### src/rtl/seg2bcd_7.sv
// seg2bcd_7: seven-segment pattern to BCD decoder with input debounce.
// Segment lines are synchronized, then a pattern must remain unchanged for
// STABLE_CYCLES consecutive samples before it is decoded and reported once.
// Results use a valid/ready handshake with a sticky overrun flag.
module seg2bcd_7 #(
  parameter int STABLE_CYCLES = 4
) (
  input  logic       clk,
  input  logic       rst_n,
  input  logic       a,
  input  logic       b,
  input  logic       c,
  input  logic       d,
  input  logic       e,
  input  logic       f,
  input  logic       g,
  input  logic       out_ready,
  output logic       out_valid,
  output logic [3:0] out_digit,
  output logic       out_err,
  output logic       out_blank,
  output logic       out_ovf
);

  localparam logic [7:0] CNT_LAST = 8'(STABLE_CYCLES - 1);

  typedef enum logic {S_WAIT = 1'b0, S_LOCK = 1'b1} state_t;

  logic [6:0] seg_raw;
  logic [6:0] sync1_q, sync2_q;
  logic [6:0] cand_q, cand_d;
  logic [7:0] cnt_q, cnt_d;
  state_t     state_q, state_d;
  logic       valid_q, valid_d;
  logic [3:0] digit_q, digit_d;
  logic       err_q, err_d;
  logic       blank_q, blank_d;
  logic       ovf_q, ovf_d;

  logic       emit;
  logic       xfer;
  logic [3:0] dec_digit;
  logic       dec_err;
  logic       dec_blank;

  // Segment a is the MSB so patterns read left to right as "abcdefg".
  assign seg_raw = {a, b, c, d, e, f, g};

  // Two-flop synchronizer for the asynchronous segment lines.
  always_ff @(posedge clk or negedge rst_n) begin
    if (!rst_n) begin
      sync1_q <= 7'd0;
      sync2_q <= 7'd0;
    end else begin
      sync1_q <= seg_raw;
      sync2_q <= sync1_q;
    end
  end

  // Decode the candidate pattern; at an emit the candidate equals s2.
  always_comb begin
    dec_digit = 4'hF;
    dec_err   = 1'b0;
    dec_blank = 1'b0;
    case (cand_q)
      7'b1111110: dec_digit = 4'd0;
      7'b0110000: dec_digit = 4'd1;
      7'b1101101: dec_digit = 4'd2;
      7'b1111001: dec_digit = 4'd3;
      7'b0110011: dec_digit = 4'd4;
      7'b1011011: dec_digit = 4'd5;
      7'b1011111: dec_digit = 4'd6;
      7'b1110000: dec_digit = 4'd7;
      7'b1111111: dec_digit = 4'd8;
      7'b1111011: dec_digit = 4'd9;
      7'b0000000: dec_blank = 1'b1;
      default:    dec_err   = 1'b1;
    endcase
  end

  // Debounce FSM next state plus the output handshake register updates.
  always_comb begin
    cand_d  = cand_q;
    cnt_d   = cnt_q;
    state_d = state_q;
    valid_d = valid_q;
    digit_d = digit_q;
    err_d   = err_q;
    blank_d = blank_q;
    ovf_d   = ovf_q;
    emit    = 1'b0;
    xfer    = valid_q & out_ready;

    if (sync2_q != cand_q) begin
      // Any change restarts the stability count, even from the locked state.
      cand_d  = sync2_q;
      cnt_d   = 8'd1;
      state_d = S_WAIT;
    end else if (state_q == S_WAIT) begin
      if (cnt_q == CNT_LAST) begin
        emit    = 1'b1;
        state_d = S_LOCK;
      end else begin
        cnt_d = cnt_q + 8'd1;
      end
    end

    if (xfer) begin
      valid_d = 1'b0;
    end
    if (emit) begin
      // A result still pending without a transfer this edge is lost.
      if (valid_q && !out_ready) begin
        ovf_d = 1'b1;
      end
      valid_d = 1'b1;
      digit_d = dec_digit;
      err_d   = dec_err;
      blank_d = dec_blank;
    end
  end

  // State and output registers.
  always_ff @(posedge clk or negedge rst_n) begin
    if (!rst_n) begin
      cand_q  <= 7'd0;
      cnt_q   <= 8'd0;
      state_q <= S_WAIT;
      valid_q <= 1'b0;
      digit_q <= 4'hF;
      err_q   <= 1'b0;
      blank_q <= 1'b0;
      ovf_q   <= 1'b0;
    end else begin
      cand_q  <= cand_d;
      cnt_q   <= cnt_d;
      state_q <= state_d;
      valid_q <= valid_d;
      digit_q <= digit_d;
      err_q   <= err_d;
      blank_q <= blank_d;
      ovf_q   <= ovf_d;
    end
  end

  assign out_valid = valid_q;
  assign out_digit = digit_q;
  assign out_err   = err_q;
  assign out_blank = blank_q;
  assign out_ovf   = ovf_q;

endmodule

### config.mk
export PLATFORM = sky130hd
export DESIGN_NAME = seg2bcd_7
export DESIGN_NICKNAME = d
export VERILOG_FILES = /design/src/rtl/seg2bcd_7.sv
export SDC_FILE = /design/constraint.sdc
export NUM_CORES = 1
export LEC_CHECK = 0
export CELL_PAD_IN_SITES_DETAIL_PLACEMENT = 0
export CELL_PAD_IN_SITES_GLOBAL_PLACEMENT = 2
export CORE_MARGIN = 2
export CORE_UTILIZATION = 40
export CTS_CLUSTER_SIZE = 25
export DETAILED_ROUTE_END_ITERATION = 10
export PLACE_DENSITY = 0.88
export REMOVE_ABC_BUFFERS = 1
export SLEW_MARGIN = 20
export SYNTH_ARGS = -nofsm -noshare
export SYNTH_HDL_FRONTEND = slang
export SYNTH_SLANG_ARGS = --single-unit
### constraint.sdc
create_clock -name clk -period 3.2 [get_ports clk]
set_input_delay 0.64 -clock clk [delete_from_list [all_inputs] [get_ports clk]]
set_output_delay 0.64 -clock clk [all_outputs]
set_load 0.005 [all_outputs]
* After elaboration in Yosys (flattened, before gate mapping)
Index checks and enable logic that the tools add are counted.
** Storage, ports and cells
- ROM bits :: 0
- Output and inout bits :: 8
- Word-level logic and storage cells :: 46
- Input bits :: 10
- Memory bits (writable) :: 0
- Latch bits :: 0
- Register bits after elaboration :: 38
- Memories kept :: 0
** Operators by class
- Bitwise operators :: 1
- Div/mod/pow operators :: 0
- Add/sub/neg operators :: 1
- Magnitude comparators :: 0
- Muxes and demuxes :: 13
- Equal/unequal tests :: 14
- Shifts and indexed selects :: 0
- Multipliers :: 0
- Reduce and logical (&&, ||, !) cells :: 7
** Operators by type and width (number)
- $eq A7 B7 Y1 const B :: 8
- $pmux W4 S10 :: 1
- $mux W8 :: 3
- $eq A7 B6 Y1 const B :: 2
- $reduce_or A11 Y1 :: 1
- $mux W1 :: 9
- $add A8 B1 Y8 const B :: 1
- $eq A8 B2 Y1 const B :: 1
- $logic_not A7 Y1 :: 1
- $ne A7 B7 Y1 :: 1
- $reduce_and A2 Y1 :: 2
- $ne A2 B1 Y1 const B :: 1
- $ne A2 B2 Y1 const B :: 1
- $reduce_bool A2 Y1 :: 1
- $and A1 B1 Y1 :: 1
- $logic_and A1 B1 Y1 :: 1
- $logic_not A1 Y1 :: 1

* Logic depth before layout (Yosys ltp)
- Word-level depth :: 5
- Depth in mapped cells :: 5
- Mapped depth without buffers :: 5

* Worst setup path after synthesis
No wires, ideal clock.
- Path type :: register -> register
- From :: register cnt_q[0]
- To :: register digit_q[1] (netlist: out_digit[1])
- Buffers on the path :: 0
- Data arrival time :: 1.648 ns
- Setup time :: 0.082 ns
- Slack :: 1.470 ns
- Data required time :: 3.118 ns
- Clock period less this slack :: 1.730 ns
- Stages on the path, launching flop included :: 6
- Cells stage by stage :: dfrtp_1 ha_1 nor4b_1 and3b_1 nand3_2 mux2_2
** Between the ends
- Cells in the longest elaborated chain, start to end :: 4
** RTL lines
- from (decl) :: RTL line 32 : logic [7:0] cnt_q, cnt_d;
- from (signal assigned) :: RTL line 136 : cnt_q <= cnt_d;
- $eq A8 B2 Y1 :: RTL line 100 : if (cnt_q == CNT_LAST) begin
- $mux W1 :: RTL line 100
- $mux W1 :: RTL line 99 : end else if (state_q == S_WAIT) begin
- $mux W1 :: RTL line 94 : if (sync2_q != cand_q) begin
- to (signal assigned) :: RTL line 139 : digit_q <= digit_d;
- to (decl) :: RTL line 35 : logic [3:0] digit_q, digit_d;
No other way between the ends.
A chain may end at the register's enable or synchronous reset.

* Worst setup path after layout
- From :: register cnt_q[0]
- To :: register digit_q[2] (netlist: out_digit[2])
The elaborated chain is that of the path after synthesis.

==> impl_metrics.json <==
{
  "outcome": "complete, no violations",
  "synth.largest_area_cell": "dfrtp_1",
  "end_kind": "register",
  "dp_hpwl_um": 1740,
  "cp.required_ns": 3.41,
  "layout.nets": 157,
  "drt-initial-drc-count": 14,
  "num_io_pins": 18,
  "ctsHoldBuffers": 0,
  "slew_headroom_pct": 67.4,
  "overflow": 0,
  "grt_pass1_wl_um": 4210,
  "pwr-share-clk_pct": 46.0,
  "wirelength_um": 2410,
  "area_delta_synth_final_pct": 19.8,
  "ys_types": 40,
  "viasPerCell": 4.98,
  "track_usage_pct": 12.8,
  "fin_area_mm2": 0.00195,
  "cts_tree": "built",
  "critical_path_peak_fanout": 8,
  "avgRoutedWirePerCell_um": 12.2,
  "crit_path_cell_trace": "ha_1, nor4b_1, and3b_1, nand3_2, mux2_2",
  "finalWeightedCongestion": 0.799,
  "cts-root-buf": "clkbuf_8",
  "powerDensity_mw_per_mm2": 530,
  "dr.pass1.iters": 4,
  "synth_top_area_share_pct": 52.3,
  "synth-seq-area-share_pct": 58.8,
  "start_kind": "register",
  "fp.dieH_um": 67.7,
  "synth_edf_count": 0,
  "hold_viol_final": 0,
  "clk_latency_ns": 0.28,
  "grt_max_degree": 39,
  "syn-instance-count": 133,
  "finalCritPeriodShare_pct": 60.9,
  "dpl_cell_area_mm2": 0.00181,
  "drc": 0,
  "slew_viol_final": 0,
  "cts-resized-gates": 0,
  "antenna_found_initial": 0,
  "clock_skew_ns": 0.00520,
  "rsz0062_at_grt": "no",
  "antenna_left": 0,
  "grt_pass1_vias": 961,
  "path_class": "reg -> reg",
  "cp.arrival_ns": 2.16,
  "die-area_mm2": 0.00459,
  "comb_power_share_pct": 4.6,
  "worst_pin_slew_ns": 0.482,
  "clkSlewWorstSetupHoldPaths_ns": 0.07,
  "final_common_cell": "dfrtp_1",
  "synth_area_leaders": "dfrtp_1 (52%), dfstp_2 (6.5%), xor2_1 (6.5%)",
  "p_leak_nw": 0.849,
  "power_frac_seq_pct": 49.4,
  "cap_violations": 0,
  "synth.avg_cell_area_um2": 12.2,
  "cts_setup_buffers": 0,
  "async_flop_share_pct": 100,
  "io_buffers": 17,
  "fp.dieW_um": 67.7,
  "cpPeakStageDelay_ns": 0.43,
  "final_cell_mix": "dfrtp_1 (34), clkdlybuf4s50_1 (17), xor2_1 (12)",
  "fmaxAchievable_ghz": 0.513,
  "p_sw_share_pct": 19.4,
  "p_int_mw": 0.831,
  "ys.flop_type": "dfrtp_1",
  "cts.sinks": 38,
  "synth_warnings": 0,
  "clk_path_buf_depth": 2,
  "p_sw_mw": 0.201,
  "utilization_pct": 49.4,
  "ys_ff_latch": 38,
  "core_mm2": 0.00394,
  "cts_made_buffers": 5,
  "min_path_type": "reg -> reg",
  "syn_area_mm2": 0.00163,
  "setup_violations": 0,
  "max-vdd-ir-drop_uv": 406,
  "vias": 982,
  "placementRows": 23,
  "diodes": 0,
  "drive_gt1_share_pct": 13.6,
  "start_util_pct": 41.2,
  "htree_levels": 2,
  "period_minus_slack_ns": 1.95,
  "critPathSlowestCell": "dfrtp_1",
  "setup_tns_ns": 0
}
worst paths after layout:
path                            cells after the start      endpoint        from  slack [ns]
max in group asynchronous                           2  out_digit[2]       rst_n        2.09
min in group asynchronous                           2       out_err       rst_n        0.77
worst max register to register                      5  out_digit[2]    cnt_q[0]        1.25
worst min register to register                      0    sync2_q[1]  sync1_q[1]        0.35
worst min-delay path                                0    sync2_q[1]  sync1_q[1]        0.35
worst max-delay path                                5  out_digit[2]    cnt_q[0]        1.25
metrics by stage:
step                std cells  worst slack [ns]  hold WS, ns  power (mW)
global route              197              1.15        0.353        1.08
detailed placement        189              1.25        0.335       0.567
CTS                       197              1.23        0.349        1.05
finish                    197              1.25        0.349        1.03
global placement          189              1.33        0.331       0.565
floorplan                 121              1.47        0.331       0.539
registers in the layout (all words and copies together), names as in the netlist:
signal / cells
cand_q: 7
cnt_q: 8
out_blank: 1
out_digit: 4
out_err: 1
out_ovf: 1
out_valid: 1
state_q: 1
sync1_q: 7
sync2_q: 7
worst max-delay path, delay by kind of cell (launching register included):
family	cells	cell delay (ns)
fa+ha+maj	1	0.23
flops	1	0.43
mux	1	0.34
simple gates	3	0.88
routing by layer:
layer | part of all wire [%] | GRT usage, % | wire (um)
met5 | 0 | 0 | 0
met3 | 6.6 | 4.00 | 159
met1 | 45 | 15.9 | 1080
met4 | 1.7 | 6.89 | 41
met2 | 47 | 19.7 | 1130
cell families (layout without fill, tap and decap cells):
kind of cell    count (synthesis)  in the layout  synth area share, %
compound gates                 13             13                 5.39
xor+xnor                       15             15                 8.08
fa+ha+maj                       1              1                0.770
buf+inv                        17             31                 4.62
flops                          38             38                 58.8
mux                             7              7                 4.46
simple gates                   42             42                 17.9
power by group through the flow:
stage	Combinational (mW)	Sequential (mW)	Clock, mW
detailed placement	0.0483	0.519	0
global placement	0.0477	0.518	0
CTS	0.0485	0.509	0.491
global route	0.0533	0.512	0.514
finish	0.0473	0.510	0.475
floorplan	0.0236	0.515	0
cell usage after synthesis (3+ instances only):
cell	count
dfrtp_1	34
xor2_1	12
nor2_1	9
clkbuf_1	8
inv_1	5
mux2i_1	5
nand3_1	5
dfstp_2	4
and3_1	3
and4b_1	3
nand2_1	3
xnor2_1	3
area by class of cell:
class                           count  area [um2]
Fill cell                         347        2000
Clock inverter                      3        68.8
Clock buffer                        5        68.8
Timing Repair Buffer               18         178
Sequential cell                    38         956
Inverter                            5        18.8
Multi-Input combinational cell     78         594
Tap cell                           50        62.6
Note: power is estimated with default switching activity, not from simulation.
